$ cat src/rtl/mem_arbiter.sv
// Two-requester memory arbiter: a data cache (read/write) and an instruction
// cache (read-only) share one data_memory port.
// Ports:
//   clk, reset                  - single clock, synchronous active-high reset
//   d_read/d_write/d_address/d_writedata, d_readdata, d_busywait - data cache
//   i_read/i_address, i_readdata, i_busywait                     - instr cache
//   mem_read/mem_write/mem_address/mem_writedata                 - to memory
//   mem_readdata, mem_busywait                                   - from memory
module mem_arbiter (
  input  logic        clk,
  input  logic        reset,
  input  logic        d_read,
  input  logic        d_write,
  input  logic [5:0]  d_address,
  input  logic [31:0] d_writedata,
  output logic [31:0] d_readdata,
  output logic        d_busywait,
  input  logic        i_read,
  input  logic [5:0]  i_address,
  output logic [31:0] i_readdata,
  output logic        i_busywait,
  output logic        mem_read,
  output logic        mem_write,
  output logic [5:0]  mem_address,
  output logic [31:0] mem_writedata,
  input  logic [31:0] mem_readdata,
  input  logic        mem_busywait
);

  localparam int unsigned ADDR_W = 6;
  localparam int unsigned DATA_W = 32;

  typedef enum logic [1:0] {
    IDLE    = 2'd0,
    D_ACC   = 2'd1,
    I_ACC   = 2'd2,
    RELEASE = 2'd3
  } state_t;

  // last_grant encoding: which requester was served most recently
  localparam logic GRANT_D = 1'b0;
  localparam logic GRANT_I = 1'b1;

  state_t state_q, state_d;
  logic   started_q, started_d;
  logic   last_grant_q, last_grant_d;
  logic   d_load, i_load;
  logic   d_done, i_done;
  logic   d_req, i_req;

  assign d_req = d_read | d_write;
  assign i_req = i_read;

  // Next-state, memory port steering and completion detection
  always_comb begin
    state_d       = state_q;
    started_d     = started_q;
    last_grant_d  = last_grant_q;
    d_load        = 1'b0;
    i_load        = 1'b0;
    d_done        = 1'b0;
    i_done        = 1'b0;
    mem_read      = 1'b0;
    mem_write     = 1'b0;
    mem_address   = ADDR_W'(0);
    mem_writedata = DATA_W'(0);

    case (state_q)
      IDLE: begin
        started_d = 1'b0;
        if (d_req && i_req) begin
          // tie: serve whoever was not served last
          state_d = (last_grant_q == GRANT_I) ? D_ACC : I_ACC;
        end else if (d_req) begin
          state_d = D_ACC;
        end else if (i_req) begin
          state_d = I_ACC;
        end
      end

      D_ACC: begin
        mem_read      = d_read;
        mem_write     = d_write;
        mem_address   = d_address;
        mem_writedata = d_writedata;
        if (!d_req) begin
          // withdrawn before completion: drop the access, no data update
          state_d      = RELEASE;
          started_d    = 1'b0;
          last_grant_d = GRANT_D;
        end else if (started_q && !mem_busywait) begin
          d_done       = 1'b1;
          d_load       = d_read;
          state_d      = RELEASE;
          started_d    = 1'b0;
          last_grant_d = GRANT_D;
        end else begin
          // first cycle: memory has not seen the request yet
          started_d = 1'b1;
        end
      end

      I_ACC: begin
        mem_read    = i_read;
        mem_address = i_address;
        if (!i_req) begin
          state_d      = RELEASE;
          started_d    = 1'b0;
          last_grant_d = GRANT_I;
        end else if (started_q && !mem_busywait) begin
          i_done       = 1'b1;
          i_load       = 1'b1;
          state_d      = RELEASE;
          started_d    = 1'b0;
          last_grant_d = GRANT_I;
        end else begin
          started_d = 1'b1;
        end
      end

      RELEASE: begin
        started_d = 1'b0;
        state_d   = IDLE;
      end

      default: begin
        started_d = 1'b0;
        state_d   = IDLE;
      end
    endcase

    d_busywait = d_req & ~d_done & ~reset;
    i_busywait = i_req & ~i_done & ~reset;
  end

  // State, grant history and returned read blocks
  always_ff @(posedge clk) begin
    if (reset) begin
      state_q      <= IDLE;
      started_q    <= 1'b0;
      last_grant_q <= GRANT_I;
      d_readdata   <= DATA_W'(0);
      i_readdata   <= DATA_W'(0);
    end else begin
      state_q      <= state_d;
      started_q    <= started_d;
      last_grant_q <= last_grant_d;
      if (d_load) d_readdata <= mem_readdata;
      if (i_load) i_readdata <= mem_readdata;
    end
  end

endmodule

$ cat config.mk
export PLATFORM = sky130hd
export DESIGN_NAME = mem_arbiter
export DESIGN_NICKNAME = d
export VERILOG_FILES = /design/src/rtl/mem_arbiter.sv
export SDC_FILE = /design/constraint.sdc
export NUM_CORES = 1
export LEC_CHECK = 0
export CORE_MARGIN = 2
export CORE_UTILIZATION = 36
export DETAILED_ROUTE_END_ITERATION = 8
export GPL_ROUTABILITY_DRIVEN = 0
export PLACE_DENSITY = 0.88
export SLEW_MARGIN = 10
export SYNTH_ARGS = -nofsm -noshare
export SYNTH_HDL_FRONTEND = slang
export SYNTH_SLANG_ARGS = --single-unit
$ cat constraint.sdc
create_clock -name clk -period 1.6 [get_ports clk]
set_clock_uncertainty 0.1 [all_clocks]
set_input_delay 0.16 -clock clk [delete_from_list [all_inputs] [get_ports clk]]
set_output_delay 0.16 -clock clk [all_outputs]
set_load 0.05 [all_outputs]
==> flow_summary.json <==
{
  "drt_first_iter_violations": 349,
  "worstSetupEndpointType": "output pin",
  "number_of_flops_mapped_to_enable_cells_by_yosys": 0,
  "area_share_of_the_leading_cell_type_in_the_synthesized_netlist_pct": 46.92,
  "clkTransAtPathRegs_ns": 0.07,
  "antenna_left": 0,
  "tightestPinTransition_ns": 0.5507,
  "antenna_cells": 0,
  "post_dp_cell_area_um2": 5266,
  "fillCellCount": 432,
  "route.vias.total": 3646,
  "power_frac_seq_pct": 32.0,
  "switching_share_pct": 31.96,
  "grt_pass1_wl_mm": 17.46,
  "synthesis.area_per_instance_um2": 7.821,
  "dieWidth_um": 93.78,
  "synthesized_netlist_cell_count": 371,
  "crit_family": "buffers and inverters",
  "tritoncts.num_buffers": 9,
  "postLayoutCellArea_um2": 6200,
  "total_congestion_overflow_after_global_routing": 0,
  "worst_hold_path_type": "input pin to flip-flop",
  "power.combinational.fraction_pct": 42.6,
  "maxCapViolations": 0,
  "setup_repair_after_global_routing_missed_its_margin": "yes",
  "synth-main-ff-cell": "sky130_fd_sc_hd__dfxtp_1",
  "synth_top_cells_by_area": "sky130_fd_sc_hd__dfxtp_1 47%, sky130_fd_sc_hd__nand2_1 17%, sky130_fd_sc_hd__a21oi_1 10%",
  "io_buffers": 187,
  "layout-drive-gt1-share_pct": 43.27,
  "peakVddDrop_uv": 482.9,
  "post_synth_instance_area_um2": 2902,
  "critical_path_required_ns": 1.34,
  "drc_errors": 0,
  "stdcell_count": 689,
  "detail_route.vias_per_cell": 5.292,
  "initial_core_util_pct": 37.36,
  "syn-num-nets": 457,
  "reg2reg_slack_ns": -0.17,
  "max_clock_freq_ghz": 0.5302,
  "post_synth_num_cell_types": 31,
  "worst_setup_path_class": "flip-flop to output pin",
  "yosysSeqAreaShare_pct": 46.92,
  "timing.setup.tns_ns": -13.11,
  "run_status": "complete, but fails checks",
  "end_point_of_the_most_critical_hold_path": "i_readdata[11]",
  "timing.final.crit_share_pct": 117.9,
  "grt_usage_pct": 25.73,
  "rr_startpoint": "state_q[1]",
  "min-delay-start": "reset",
  "yosys_warnings": 0,
  "path_cells": "inv_4, ha_4, buf_12, nand2_4, a21boi_4, buf_12",
  "netSwitchingPower_mw": 1.750,
  "timing.rr.end": "d_readdata[4]",
  "clkPwrFrac_pct": 25.4,
  "fin_total_pwr_mw": 5.473,
  "worst_setup_path_start_kind": "flip-flop",
  "period_needed_ns": 1.886,
  "final_max_slew_viol_count": 0,
  "cts_num_sinks": 68,
  "chip_height_um": 93.78,
  "synthArstFlopShare_pct": 0,
  "routed_wirelength_mm": 13.58,
  "crit_path_top_delay_cell": "sky130_fd_sc_hd__dfxtp_4",
  "io_pins": 188,
  "area_overhead_of_the_layout_relative_to_synthesis_pct": 113.7,
  "grt_max_degree": 33,
  "power.static_leakage_nw": 2.426,
  "post-place-cells": 653,
  "cts.htree.levels": 3,
  "clock_path_buffers": 2,
  "power.internal_mw": 3.724,
  "finish.utilization_pct": 79.82,
  "antenna_found_initial": 0,
  "report.final.setup_viol": 75,
  "timing_hold_violations_final": 0,
  "critPathMaxFanout": 5,
  "synthDominantAreaCellType": "sky130_fd_sc_hd__dfxtp_1",
  "reg2regPathDepth": 9,
  "dp_hpwl_mm": 7.480,
  "timing.max_slew.rel_slack_pct": 63.29,
  "nNetsFinal": 670,
  "rows": 32,
  "violations": "setup timing",
  "power_density_nw_per_um2": 882.8,
  "worstPathArrival_ns": 1.63,
  "detailedRoute.firstPassIterationCount": 6,
  "coreArea_um2": 7767,
  "cp_num_buf_inv": 3,
  "synth_seq_cells": 68,
  "setup_ws_ns": -0.2860,
  "fp.dieArea_um2": 8794,
  "startpoint": "state_q[1]",
  "worstSkewPairLatency_ns": 0.33,
  "cts_tree": "done",
  "cts.root.buffer_cell": "sky130_fd_sc_hd__clkbuf_8",
  "cp_common_cell": "sky130_fd_sc_hd__buf_12",
  "route.detailed.wl_per_inst_um": 19.71,
  "via_count_of_the_first_global_routing_pass": 3478,
  "crit_path_max_incr_delay_ns": 0.37,
  "worst_hold_path.num_cells": 2
}
stage by stage:
| stage | hold WS [ns] | setup WS (ns) |
|---|---|---|
| global route | 0.2035 | -0.3196 |
| finish | 0.2071 | -0.2860 |
| floorplan | 0.1960 | -0.1094 |
| CTS | 0.1652 | -0.2253 |
| global placement | 0.3416 | -0.03737 |
| detailed placement | 0.3477 | -0.09359 |
logic make-up after synthesis:
| kind of cell | Yosys count | share of synthesized area (%) |
|---|---|---|
| compound gates | 80 | 15.65 |
| fa+ha+maj | 4 | 1.725 |
| buf+inv | 29 | 5.778 |
| flops | 68 | 46.92 |
| simple gates | 190 | 29.93 |
flip-flops by register name, summed over array words and instances, names as in the netlist:
signal and count:
d_readdata 32, i_readdata 32, state_q 2, last_grant_q 1, started_q 1
cells in the final DEF (no fill, tap or decap), drive strengths merged:
cell type      synthesis  routed
a211oi                 2       2
a21boi                 1       1
a21oi                 65      65
a22oi                  6       6
a31oi                  1       1
and2                  33      33
buf                   15     140
bufinv                 0       1
clkbuf                11      20
clkdlybuf4s50          0      80
clkinv                 0       1
dfxtp                 68      68
ha                     4       4
inv                    3       3
nand2                132     132
nand2b                 2       2
nand3                  4       4
nand3b                 1       1
nor2                   5       5
nor2b                  8       8
nor3                   2       2
nor3b                  1       1
nor4                   2       2
o21ai                  2       2
o311ai                 1       1
o31a                   1       1
o32ai                  1       1
worst max-delay path by stage:
stage                                  end  slack, ns  cells past startpoint
final                             mem_read      -0.29                      6
after global routing              mem_read      -0.32                      6
after CTS                 mem_writedata[2]      -0.23                      6
after detailed placement        state_q[1]      -0.09                      6
after global placement      mem_address[1]      -0.04                      6
after floorplan                 i_busywait      -0.11                      6
power by group through the flow:
stage | combinational, mW | sequential (mW) | clock, mW
after detailed placement | 1.79 | 1.77 | 0
after floorplan | 0.833 | 1.81 | 0
final | 2.33 | 1.75 | 1.39
after CTS | 2.04 | 1.75 | 1.39
after global placement | 1.77 | 1.77 | 0
after global routing | 2.39 | 1.75 | 1.49
metal layers:
| layer | routed length [um] | global-route usage [%] | vias up |
|---|---|---|---|
| met5 | 0 | 0 | - |
| met4 | 462 | 8.816 | 0 |
| met3 | 1291 | 8.507 | 38 |
| met2 | 7081 | 45.30 | 253 |
| met1 | 4746 | 29.03 | 1716 |
| li1 | - | - | 1639 |
worst reg2reg max path, stage by stage (launching register included):
cell and delay (ns):
sky130_fd_sc_hd__dfxtp_4 0.37, sky130_fd_sc_hd__inv_4 0.08, sky130_fd_sc_hd__ha_4 0.24, sky130_fd_sc_hd__buf_12 0.17, sky130_fd_sc_hd__nand2_4 0.08, sky130_fd_sc_hd__nor2_4 0.15, sky130_fd_sc_hd__buf_12 0.15, sky130_fd_sc_hd__clkbuf_16 0.13
sky130_fd_sc_hd__nand2_1 0.05, sky130_fd_sc_hd__a21oi_1 0.17
layout make-up:
cell class	instances	area [um2]	area share, %
well taps	102	127.6	2.059
repair buffers	228	2753	44.40
inverters	3	16.27	0.2624
multi-input cells	274	1743	28.11
clock inverters	2	35.03	0.5651
flip-flops and latches	68	1370	22.10
clock buffers	12	155.1	2.503
cell usage after synthesis, types with 2 or more instances:
cell,n
sky130_fd_sc_hd__a22oi_1,6
sky130_fd_sc_hd__nor4_1,2
sky130_fd_sc_hd__nor2_4,2
sky130_fd_sc_hd__a21oi_1,60
sky130_fd_sc_hd__nor2b_1,7
sky130_fd_sc_hd__o21ai_0,2
sky130_fd_sc_hd__clkbuf_1,11
sky130_fd_sc_hd__dfxtp_1,68
sky130_fd_sc_hd__ha_1,4
sky130_fd_sc_hd__buf_2,8
sky130_fd_sc_hd__buf_6,6
sky130_fd_sc_hd__nand2_1,131
sky130_fd_sc_hd__a211oi_1,2
sky130_fd_sc_hd__nand3_1,4
sky130_fd_sc_hd__nor2_1,3
sky130_fd_sc_hd__inv_1,3
sky130_fd_sc_hd__and2_1,33
sky130_fd_sc_hd__nor3_1,2
sky130_fd_sc_hd__a21oi_2,5
timing repair:
| item | in CTS | in global routing |
|---|---|---|
| gates cloned | 3 | 9 |
| pin swaps | 8 | 9 |
| gates resized for setup | 63 | 37 |
| setup endpoints to repair | 84 | 106 |
| hold buffers | 0 | 0 |
| buffers inserted | 3 | 8 |
No activity file was read; power rests on OpenSTA's default activity.
